### config.mk
export PLATFORM = sky130hd
export DESIGN_NAME = mtimecmp_sched
export DESIGN_NICKNAME = d
export VERILOG_FILES = /design/src/rtl/mtimecmp_sched_pkg.sv /design/src/rtl/mtimecmp_sched_wr_seq.sv /design/src/rtl/mtimecmp_sched.sv
export SDC_FILE = /design/constraint.sdc
export NUM_CORES = 1
export LEC_CHECK = 0
export CORE_MARGIN = 1.5
export CORE_UTILIZATION = 58
export DETAILED_ROUTE_END_ITERATION = 8
export HOLD_SLACK_MARGIN = 0.03
export PLACE_DENSITY = 0.78
export SYNTH_ARGS = -nofsm -noshare
export SYNTH_HDL_FRONTEND = slang
export SYNTH_HIERARCHICAL = 1
export SYNTH_SLANG_ARGS = --single-unit
### constraint.sdc
create_clock -name clk -period 23.2 [get_ports clk]
set_clock_uncertainty 0.2 [all_clocks]
set_input_delay 6.96 -clock clk [delete_from_list [all_inputs] [get_ports clk]]
set_output_delay 6.96 -clock clk [all_outputs]
set_load 0.01 [all_outputs]
### src/rtl/mtimecmp_sched_pkg.sv
// -----------------------------------------------------------------------------
// lexington: definitions shared by the mtimecmp scheduler and its DBus writer.
//   sched_state_e     - scheduler states. IDLE and SCAN belong to the top level.
//                       The three WR_* steps are sequenced by dbus_wr_seq.
//   MTIMECMP_LO_ADDR  - DBus word address of mtimecmp[31:0]
//   MTIMECMP_HI_ADDR  - DBus word address of mtimecmp[63:32]
//   MTIMECMP_DISABLE  - compare value that never fires (all ones)
// -----------------------------------------------------------------------------
package lexington;

  typedef enum logic [2:0] {
    ST_IDLE,
    ST_SCAN,
    ST_WR_LO_MAX,
    ST_WR_HI,
    ST_WR_LO
  } sched_state_e;

  localparam logic [1:0]  MTIMECMP_LO_ADDR = 2'b10;
  localparam logic [1:0]  MTIMECMP_HI_ADDR = 2'b11;
  localparam logic [63:0] MTIMECMP_DISABLE = 64'hFFFF_FFFF_FFFF_FFFF;

endpackage

### src/rtl/mtimecmp_sched_wr_seq.sv
// -----------------------------------------------------------------------------
// dbus_wr_seq: three-step, grant-handshaked writer that loads a 64-bit value
// into mtimecmp without a transient early match. The sequence is:
// lo <= all ones, then hi <= target[63:32], then lo <= target[31:0].
// Each step holds its request stable until dbus_gnt is seen.
//
// Ports
//   clk, rst        clock, asynchronous active-high reset
//   start           one-cycle pulse that begins a sequence (accepted in IDLE)
//   target          value to program; must stay stable while the sequence runs
//   dbus_gnt        grant; a step is accepted when dbus_gnt && dbus_wr_en
//   dbus_wr_en      write request
//   dbus_addr       word address (LO/HI mtimecmp)
//   dbus_wr_data    write data
//   dbus_wr_strobe  byte strobes, all set while requesting
//   done            pulses in the cycle the final (low-word) write is accepted
//   step            current step (ST_IDLE when not writing)
// -----------------------------------------------------------------------------
module dbus_wr_seq
  import lexington::*;
(
  input  logic         clk,
  input  logic         rst,
  input  logic         start,
  input  logic [63:0]  target,
  input  logic         dbus_gnt,
  output logic         dbus_wr_en,
  output logic [1:0]   dbus_addr,
  output logic [31:0]  dbus_wr_data,
  output logic [3:0]   dbus_wr_strobe,
  output logic         done,
  output sched_state_e step
);

  sched_state_e step_q, step_d;

  always_ff @(posedge clk or posedge rst) begin
    if (rst) begin
      step_q <= ST_IDLE;
    end else begin
      step_q <= step_d;
    end
  end

  // NOTE: every output of this block gets a default before the case, so no
  // path through it can leave a value unassigned and infer a latch.
  always_comb begin
    step_d       = step_q;
    dbus_wr_en   = 1'b0;
    dbus_addr    = 2'b00;
    dbus_wr_data = 32'h0;
    done         = 1'b0;
    unique case (step_q)
      ST_IDLE: begin
        if (start) step_d = ST_WR_LO_MAX;
      end
      ST_WR_LO_MAX: begin
        dbus_wr_en   = 1'b1;
        dbus_addr    = MTIMECMP_LO_ADDR;
        dbus_wr_data = 32'hFFFF_FFFF;
        if (dbus_gnt) step_d = ST_WR_HI;
      end
      ST_WR_HI: begin
        dbus_wr_en   = 1'b1;
        dbus_addr    = MTIMECMP_HI_ADDR;
        dbus_wr_data = target[63:32];
        if (dbus_gnt) step_d = ST_WR_LO;
      end
      ST_WR_LO: begin
        dbus_wr_en   = 1'b1;
        dbus_addr    = MTIMECMP_LO_ADDR;
        dbus_wr_data = target[31:0];
        if (dbus_gnt) begin
          done   = 1'b1;
          step_d = ST_IDLE;
        end
      end
      default: step_d = ST_IDLE;
    endcase
  end

  assign dbus_wr_strobe = dbus_wr_en ? 4'hF : 4'h0;
  assign step           = step_q;

endmodule

### src/rtl/mtimecmp_sched.sv
// -----------------------------------------------------------------------------
// mtimecmp_sched: multiplexes NUM_TIMERS logical 64-bit deadlines onto the
// single machine-timer compare register. Any set, cancel or expiry marks the
// schedule dirty. From IDLE a dirty schedule triggers a one-index-per-cycle
// scan for the earliest active deadline. If the result differs from what is
// already in mtimecmp, dbus_wr_seq programs it.
//
// Ports
//   clk, rst            clock, asynchronous active-high reset
//   set_valid/id/cmp    load a deadline into a timer and activate it
//   cancel_valid/id     deactivate a timer (wins over a same-id set)
//   time_rd_data        current machine time
//   dbus_gnt            DBus grant
//   dbus_wr_en/addr/wr_data/wr_strobe   DBus write master
//   active              per-timer active mask
//   expired             one-cycle expiry pulses
//   busy                scanning or writing
// -----------------------------------------------------------------------------
module mtimecmp_sched
  import lexington::*;
#(
  parameter int NUM_TIMERS = 4,
  parameter int ID_W       = $clog2(NUM_TIMERS)
) (
  input  logic                  clk,
  input  logic                  rst,
  input  logic                  set_valid,
  input  logic [ID_W-1:0]       set_id,
  input  logic [63:0]           set_cmp,
  input  logic                  cancel_valid,
  input  logic [ID_W-1:0]       cancel_id,
  input  logic [63:0]           time_rd_data,
  input  logic                  dbus_gnt,
  output logic                  dbus_wr_en,
  output logic [1:0]            dbus_addr,
  output logic [31:0]           dbus_wr_data,
  output logic [3:0]            dbus_wr_strobe,
  output logic [NUM_TIMERS-1:0] active,
  output logic [NUM_TIMERS-1:0] expired,
  output logic                  busy
);

  // Per-timer state
  logic [63:0]           cmp_q [NUM_TIMERS];
  logic [63:0]           cmp_d [NUM_TIMERS];
  logic [NUM_TIMERS-1:0] active_q, active_d;
  logic [NUM_TIMERS-1:0] expired_q, expired_d;

  // Scheduler state
  logic                  dirty_q, dirty_d;
  logic                  scan_q, scan_d;
  logic [ID_W-1:0]       idx_q, idx_d;
  logic [63:0]           best_q, best_d;
  logic [63:0]           target_q, target_d;
  logic [63:0]           prog_cmp_q, prog_cmp_d;

  logic                  set_win;
  logic                  any_event;
  logic                  idle;
  logic [63:0]           cand;
  logic                  wr_start;
  logic                  wr_done;
  sched_state_e          wr_step;

  // A set and cancel to the same id in one cycle: the cancel wins and the
  // set is dropped entirely.
  assign set_win = set_valid && !(cancel_valid && (cancel_id == set_id));

  // Timer bank: expiry detection, then set, then cancel, so the later
  // assignments take priority.
  always_comb begin
    cmp_d     = cmp_q;
    active_d  = active_q;
    expired_d = '0;
    for (int i = 0; i < NUM_TIMERS; i++) begin
      if (active_q[i] && (time_rd_data >= cmp_q[i])) begin
        active_d[i]  = 1'b0;
        expired_d[i] = 1'b1;
      end
    end
    if (set_win) begin
      cmp_d[set_id]     = set_cmp;
      active_d[set_id]  = 1'b1;
      expired_d[set_id] = 1'b0;
    end
    if (cancel_valid) active_d[cancel_id] = 1'b0;
  end

  assign any_event = set_valid | cancel_valid | (|expired_d);
  assign idle      = !scan_q && (wr_step == ST_IDLE);

  // Strict less-than keeps the lowest index on equal deadlines.
  assign cand = (active_q[idx_q] && (cmp_q[idx_q] < best_q)) ? cmp_q[idx_q] : best_q;

  always_comb begin
    scan_d     = scan_q;
    idx_d      = idx_q;
    best_d     = best_q;
    target_d   = target_q;
    prog_cmp_d = prog_cmp_q;
    wr_start   = 1'b0;
    // Events arriving while busy stay pending until the next return to IDLE.
    dirty_d    = dirty_q | any_event;

    if (idle && dirty_q) begin
      scan_d  = 1'b1;
      idx_d   = '0;
      best_d  = MTIMECMP_DISABLE;
      dirty_d = any_event;
    end

    if (scan_q) begin
      best_d = cand;
      idx_d  = idx_q + ID_W'(1);
      if (idx_q == ID_W'(NUM_TIMERS - 1)) begin
        scan_d = 1'b0;
        if (cand != prog_cmp_q) begin
          target_d = cand;
          wr_start = 1'b1;
        end
      end
    end

    // The shadow only follows mtimecmp once the final low word has landed.
    if (wr_done) prog_cmp_d = target_q;
  end

  // NOTE: sequential state uses non-blocking assignments so every flop samples
  // the pre-edge values computed by the combinational blocks above.
  always_ff @(posedge clk or posedge rst) begin
    if (rst) begin
      // NOTE: the deadline array is reset explicitly because the post-reset
      // scan compares against these values. It is a flop bank, not a RAM.
      for (int i = 0; i < NUM_TIMERS; i++) cmp_q[i] <= '0;
      active_q   <= '0;
      expired_q  <= '0;
      dirty_q    <= 1'b1;
      scan_q     <= 1'b0;
      idx_q      <= '0;
      best_q     <= '0;
      target_q   <= '0;
      prog_cmp_q <= '0;
    end else begin
      for (int i = 0; i < NUM_TIMERS; i++) cmp_q[i] <= cmp_d[i];
      active_q   <= active_d;
      expired_q  <= expired_d;
      dirty_q    <= dirty_d;
      scan_q     <= scan_d;
      idx_q      <= idx_d;
      best_q     <= best_d;
      target_q   <= target_d;
      prog_cmp_q <= prog_cmp_d;
    end
  end

  dbus_wr_seq u_wr_seq (
    .clk            (clk),
    .rst            (rst),
    .start          (wr_start),
    .target         (target_q),
    .dbus_gnt       (dbus_gnt),
    .dbus_wr_en     (dbus_wr_en),
    .dbus_addr      (dbus_addr),
    .dbus_wr_data   (dbus_wr_data),
    .dbus_wr_strobe (dbus_wr_strobe),
    .done           (wr_done),
    .step           (wr_step)
  );

  assign active  = active_q;
  assign expired = expired_q;
  assign busy    = !idle;

endmodule

==> results of run 1 <==
[worst max-delay path: cells and delay by family]
kind	cells	cell delay, ps
AOI/OAI and AO/OA	9	2080
adders and majority gates	1	290
buffers and inverters	2	560
and+or+nand+nor	3	950
[final timing paths]
| check | startpoint | end | slack (ps) |
|---|---|---|---|
| hold reg to reg | best_q[19] | best_q[19] | 290 |
| hold / removal | best_q[19] | best_q[19] | 290 |
| setup / recovery | time_rd_data[0] | dirty_q | 12700 |
| max in group asynchronous | rst | idx_q[0] | 13070 |
| setup reg to reg | idx_q[1] | target_q[13] | 13990 |
| min in group asynchronous | rst | u_wr_seq/step[1] | 6480 |
[registers in the layout, indices dropped and copies added (netlist names)]
signal,cells
prog_cmp_q,64
expired,4
u_wr_seq/step,3
dirty_q,1
target_q,64
active,4
idx_q,2
best_q,64
cmp_q,256
scan_q,1
[routing by layer]
layer	global-route usage, %	wire, µm	vias up	part of all wire, %
met1	47.7	37200	11800	41
met4	16.9	4740	4	5.3
met2	54.8	40200	1131	45
met3	6.95	7570	239	8.4
met5	0	28	-	0.031
li1	-	-	10700	-
[cells by family after synthesis]
logic type	Yosys count	share of synthesized area [%]
muxes	244	11.8
adders and majority gates	320	13.7
DFF	463	39.6
buffers and inverters	494	6.71
xor gates and xnor gates	49	1.47
and+or+nand+nor	613	10.1
AOI/OAI and AO/OA	768	16.7
[through the flow]
| step | total power, mW | util [%] | std cells | instance area [µm²] | setup WS [ps] |
|---|---|---|---|---|---|
| floorplan | 2.54 | - | 2951 | 29300 | 3220 |
| global placement | 3.20 | 63.3 | 3702 | 31600 | 12150 |
| detailed placement | 3.28 | 63.3 | 3702 | 31600 | 12140 |
| CTS | 4.15 | 66.8 | 3797 | 33400 | 12760 |
| global route | 4.42 | 66.8 | 3797 | 33400 | 12500 |
| finish | 4.20 | 66.8 | 3799 | 33400 | 12700 |
[power by group through the flow]
stage | logic, mW | registers, mW | clock network, mW
after global routing | 2.19 | 1.33 | 0.899
final | 2.03 | 1.30 | 0.859
after global placement | 1.91 | 1.29 | 0
after CTS | 1.99 | 1.29 | 0.864
after detailed placement | 1.97 | 1.31 | 0
after floorplan | 1.33 | 1.21 | 0
[synth_stat cells, types with 61 or more instances]
cell	n
a21o_1	149
a21oi_1	113
clkbuf_1	84
dfrtp_1	462
ha_1	320
inv_1	363
mux2_2	130
mux4_2	65
nand2_1	305
nand4_1	67
nor2_1	61
o21ai_0	311
[layout make-up]
type                    instances  area [µm²]
multi-input cells            1994       15800
repair buffers                210        2040
clock buffers                  77        1560
clock inverters                18         209
well taps                     672         841
flip-flops and latches        463       11600
fillers                      3875       16600
diodes                          2        5.00
inverters                     363        1370
==> reports/metrics.csv, run 1 <==
metric,value,unit
status,completed,
Pre-antenna DRT Iters,6,
Post-synth top flop,dfrtp_1,
CP Cell Sequence,clkdlybuf4s50_1 > inv_1 > ha_1 > nand2b_1 > a21o_1 > a21o_1 > a21o_1 > a21o_1 > a21o_1 > a211o_1 > a221o_1 > a311oi_1 > o21ai_0 > and4b_1 > or4b_2,
switching pwr,1.78,mW
die width,228,µm
CTS tree,done,
DIE HEIGHT,228,µm
Clock Pin Slew Worst Setup and Hold Paths,60,ps
Pleak,15.9,nW
WHS,294,ps
P_int,2.42,mW
Yosys cell types,69,
"Remaining Overflow, GRT",0,
Worst setup EP type,register,
cells after synthesis,2951,
Die Area,0.0518,mm²
Flop pwr share,31.1,%
GPL Wtd Cong,0.994,
Final ANT Viol Nets,0,
CTS buffer count,52,
core region area,0.0500,mm²
Max Transition Viols Final,0,
top post-synthesis cells by area,"dfrtp_1 (39%), ha_1 (14%), o21ai_0 (5.3%), mux2_2 (5.0%), mux4_2 (5.0%)",
"Max FO, Critical Path",4,
hold-fix buffers at CTS,0,
"Arr. time, crit path",10830,ps
clock share of power,20.5,%
Setup Buffers After CTS,0,
Detailed Route WL,89.7,mm
Max Cap Viol,0,
syn nets,3408,
initial antenna violation count,2,
vias in the first global route,24100,
input/output buffers,184,
vias per inst,6.27,
fraction of layout cells with a size suffix above 1,10.6,%
DR vias,23800,
Critical Path RT,23530,ps
sequential share of the synthesized area,39.6,%
synthesized flop and latch total,463,
Final min period,10500,ps
sw frac,42.3,%
Slew Limit Headroom,15.2,%
unrepaired setup endpoints after global routing,false,
drt wl/cell,23.6,µm
Residual DRC,0,
I/O pin total,185,
CTS root buffer,clkbuf_16,
Syn. warnings,6,
clock tree sinks,463,
clock latency on the worst-skew pair,620,ps
hold depth,1,
"Hold Violations, Final",0,
Comb power frac,48.5,%
Crit-path slowest cell,or4b_2,
GRT Total Usage,35.3,%
CTS max path bufs,3,
"EDFF count, synth",0,
f_max,0.0952,GHz
cts repair resizes,0,
"commonest non-fill, non-tap cell in the layout",dfrtp_1,
first-pass GRT wire length,138,mm
Least-Margin Pin Slew,1270,ps
synthesized area per cell,9.92,µm²
FF-to-FF path depth,17,
Slowest Stage Delay on Critical Path,600,ps
Initial Util,58.6,%
top-area cell type share of the netlist area,39.5,%
most frequent CP cell,a21o_1,
Setup-failing EPs final,0,
row cnt,82,
# H-tree levels,2,
Pwr Density,126,mW/mm²
HP Class,reg -> reg,
number of nets in the layout,3541,
hpwl dp,65.9,mm
maximum vdd drop,77.6,µV
number of DRC markers in iteration 0,2480,
setup TNS,0,ps
most frequent cells in the layout,"dfrtp_1 (460), inv_1 (362), ha_1 (320)",
Synth-to-Final Area Change,14.1,%
Synth area leader,dfrtp_1,
CP startpoint kind,input pin,
ys async rst share,100,%
"Cell Area, Synth",0.0293,mm²
Final Cycle Share,45.3,%
critical path type,in -> reg,
largest net degree at the start of global routing,127,
(Power assumes the default switching activity.)
==> run 2, diff against run 1 <==
--- a/config.mk
+++ b/config.mk
@@ -6,7 +6,7 @@
 export NUM_CORES = 1
 export LEC_CHECK = 0
 export CORE_MARGIN = 1.5
-export CORE_UTILIZATION = 58
+export CORE_UTILIZATION = 55
 export DETAILED_ROUTE_END_ITERATION = 8
 export HOLD_SLACK_MARGIN = 0.03
 export PLACE_DENSITY = 0.78
==> constraint.sdc (replaced) <==
create_clock -name clk -period 9.6 [get_ports clk]
set_clock_uncertainty 0.2 [all_clocks]
set_input_delay 2.88 -clock clk [delete_from_list [all_inputs] [get_ports clk]]
set_output_delay 2.88 -clock clk [all_outputs]
set_load 0.01 [all_outputs]
==> run 2 against run 1 <==
  * Clock power rose to 2.6 times the previous value
  * Final cell count rose by 0.37%
  * Global-route usage decreased by 0.47 points
  * Sequential power grew to 2.6 times the previous value
  * Largest power group unchanged
  * Highest routed layer unchanged
==> reports/metrics.csv, run 2 (synthesized netlist as in run 1, its figures left out) <==
metric,value,unit
status,completed,
Setup Buffers After CTS,0,
fraction of layout cells with a size suffix above 1,10.7,%
largest net degree at the start of global routing,188,
CP Cell Sequence,mux4_2 > ha_1 > a21oi_1 > o21ai_0 > a221oi_1 > nor2_1 > o41ai_4 > and2_4 > a21oi_1 > xor2_1 > o211ai_1 > or4_1 > o41a_2 > buf_12 > mux2_1,
drt wl/cell,24.5,µm
post-place instance area,0.0316,mm²
total power,10.4,mW
first-pass GRT wire length,144,mm
Detailed Route WL,93.5,mm
"Arr. time, crit path",7870,ps
RR Endpoint,target_q[15],
core region area,0.0526,mm²
setup TNS,0,ps
critical path type,reg -> reg,
Critical Path RT,9880,ps
Max Transition Viols Final,0,
cts repair resizes,0,
max reg flops,256,
most frequent cells in the layout,"dfrtp_1 (460), inv_1 (362), ha_1 (320)",
Final Cycle Share,79.1,%
# H-tree levels,2,
Pleak,16.0,nW
Final min period,7600,ps
Crit-path slowest cell,dfrtp_4,
row cnt,84,
unrepaired setup endpoints after global routing,false,
input/output buffers,184,
Biggest register,cmp_q,
GRT Total Usage,34.8,%
hpwl dp,69.6,mm
DIE HEIGHT,234,µm
Hold Path Sink,best_q[10],
Min-Delay Startpoint,best_q[10],
Clock Pin Slew Worst Setup and Hold Paths,60,ps
hold depth,1,
worst flop-to-flop path startpoint,idx_q[1],
CP startpoint kind,register,
vias in the first global route,24200,
I/O pin total,185,
Fillers,4178,
final worst setup slack,2000,ps
vias per inst,6.32,
Least-Margin Pin Slew,1280,ps
Pre-antenna DRT Iters,6,
Initial Util,55.7,%
FF-to-FF setup slack,2000,ps
maximum vdd drop,197,µV
CTS tree,done,
CTS buffer count,52,
"Hold Violations, Final",0,
most frequent CP cell,a21oi_1,
"Remaining Overflow, GRT",0,
DR vias,24100,
design area,0.0336,mm²
Setup-failing EPs final,0,
f_max,0.132,GHz
Slowest Stage Delay on Critical Path,1150,ps
initial antenna violation count,8,
"commonest non-fill, non-tap cell in the layout",dfrtp_1,
clock latency on the worst-skew pair,620,ps
Synth-to-Final Area Change,14.7,%
"Max FO, Critical Path",97,
Final ANT Viol Nets,0,
HP Class,reg -> reg,
hold-fix buffers at CTS,0,
Residual DRC,0,
CTS max path bufs,3,
die width,234,µm
FF-to-FF path depth,15,
clock tree sinks,463,
Worst setup EP type,register,
number of DRC markers in iteration 0,2635,
Die Area,0.0546,mm²
CTS root buffer,clkbuf_16,
number of nets in the layout,3539,
Slew Limit Headroom,14.8,%
Pwr Density,311,mW/mm²
GPL Wtd Cong,1.06,
pre-CTS WS,2110,ps
Max Cap Viol,0,
-- run 2: critical path: cells and delay by family (launching register included) --
| kind | cells | cell delay (ps) |
|---|---|---|
| buf+inv | 1 | 340 |
| xor+xnor | 1 | 230 |
| simple gates | 3 | 1560 |
| mux | 2 | 1020 |
| flops | 1 | 1150 |
| compound gates | 7 | 2520 |
| fa+ha+maj | 1 | 320 |
-- run 2: cell type report --
class | count | area [µm²] | area share (%)
multi-input combinational | 1994 | 15800 | 46.9
clock buffer | 69 | 1480 | 4.39
timing repair buffer | 208 | 2060 | 6.13
sequential | 463 | 11600 | 34.5
tap | 688 | 861 | 2.56
antenna | 2 | 5.00 | 0.0149
clock inverter | 26 | 462 | 1.37
inverter | 363 | 1370 | 4.07
-- run 2: stage by stage --
step	std cells	hold WS [ps]	utilization [%]
2_1_floorplan	2951	259	-
3_3_place_gp	3716	272	60.2
3_5_place_dp	3716	277	60.2
4_1_cts	3811	290	63.9
5_1_grt	3811	308	63.9
6_report	3813	289	63.9
-- run 2: layer usage --
layer / track usage [%] / share of wire, % / up-vias
met5: 0 / 0.055 / -
met4: 15.5 / 4.7 / 8
met3: 7.41 / 10 / 270
met2: 52.2 / 44 / 1326
met1: 48.6 / 41 / 11800
li1: - / - / 10700
-- run 2: report_power, final --
part,internal [mW],switching (mW)
clock network,1.40,0.854
logic,2.06,2.79
registers,2.57,0.766
-- run 2: worst max-delay path by stage --
stage	from	end	slack (ps)	cells past startpoint
3_5_place_dp	time_rd_data[0]	dirty_q	2110	15
3_3_place_gp	time_rd_data[0]	dirty_q	2120	15
4_1_cts	idx_q[1]	target_q[15]	2110	15
2_1_floorplan	rst	active[0]	300	1
6_report	idx_q[1]	target_q[15]	2000	15
5_1_grt	idx_q[1]	target_q[13]	1720	15
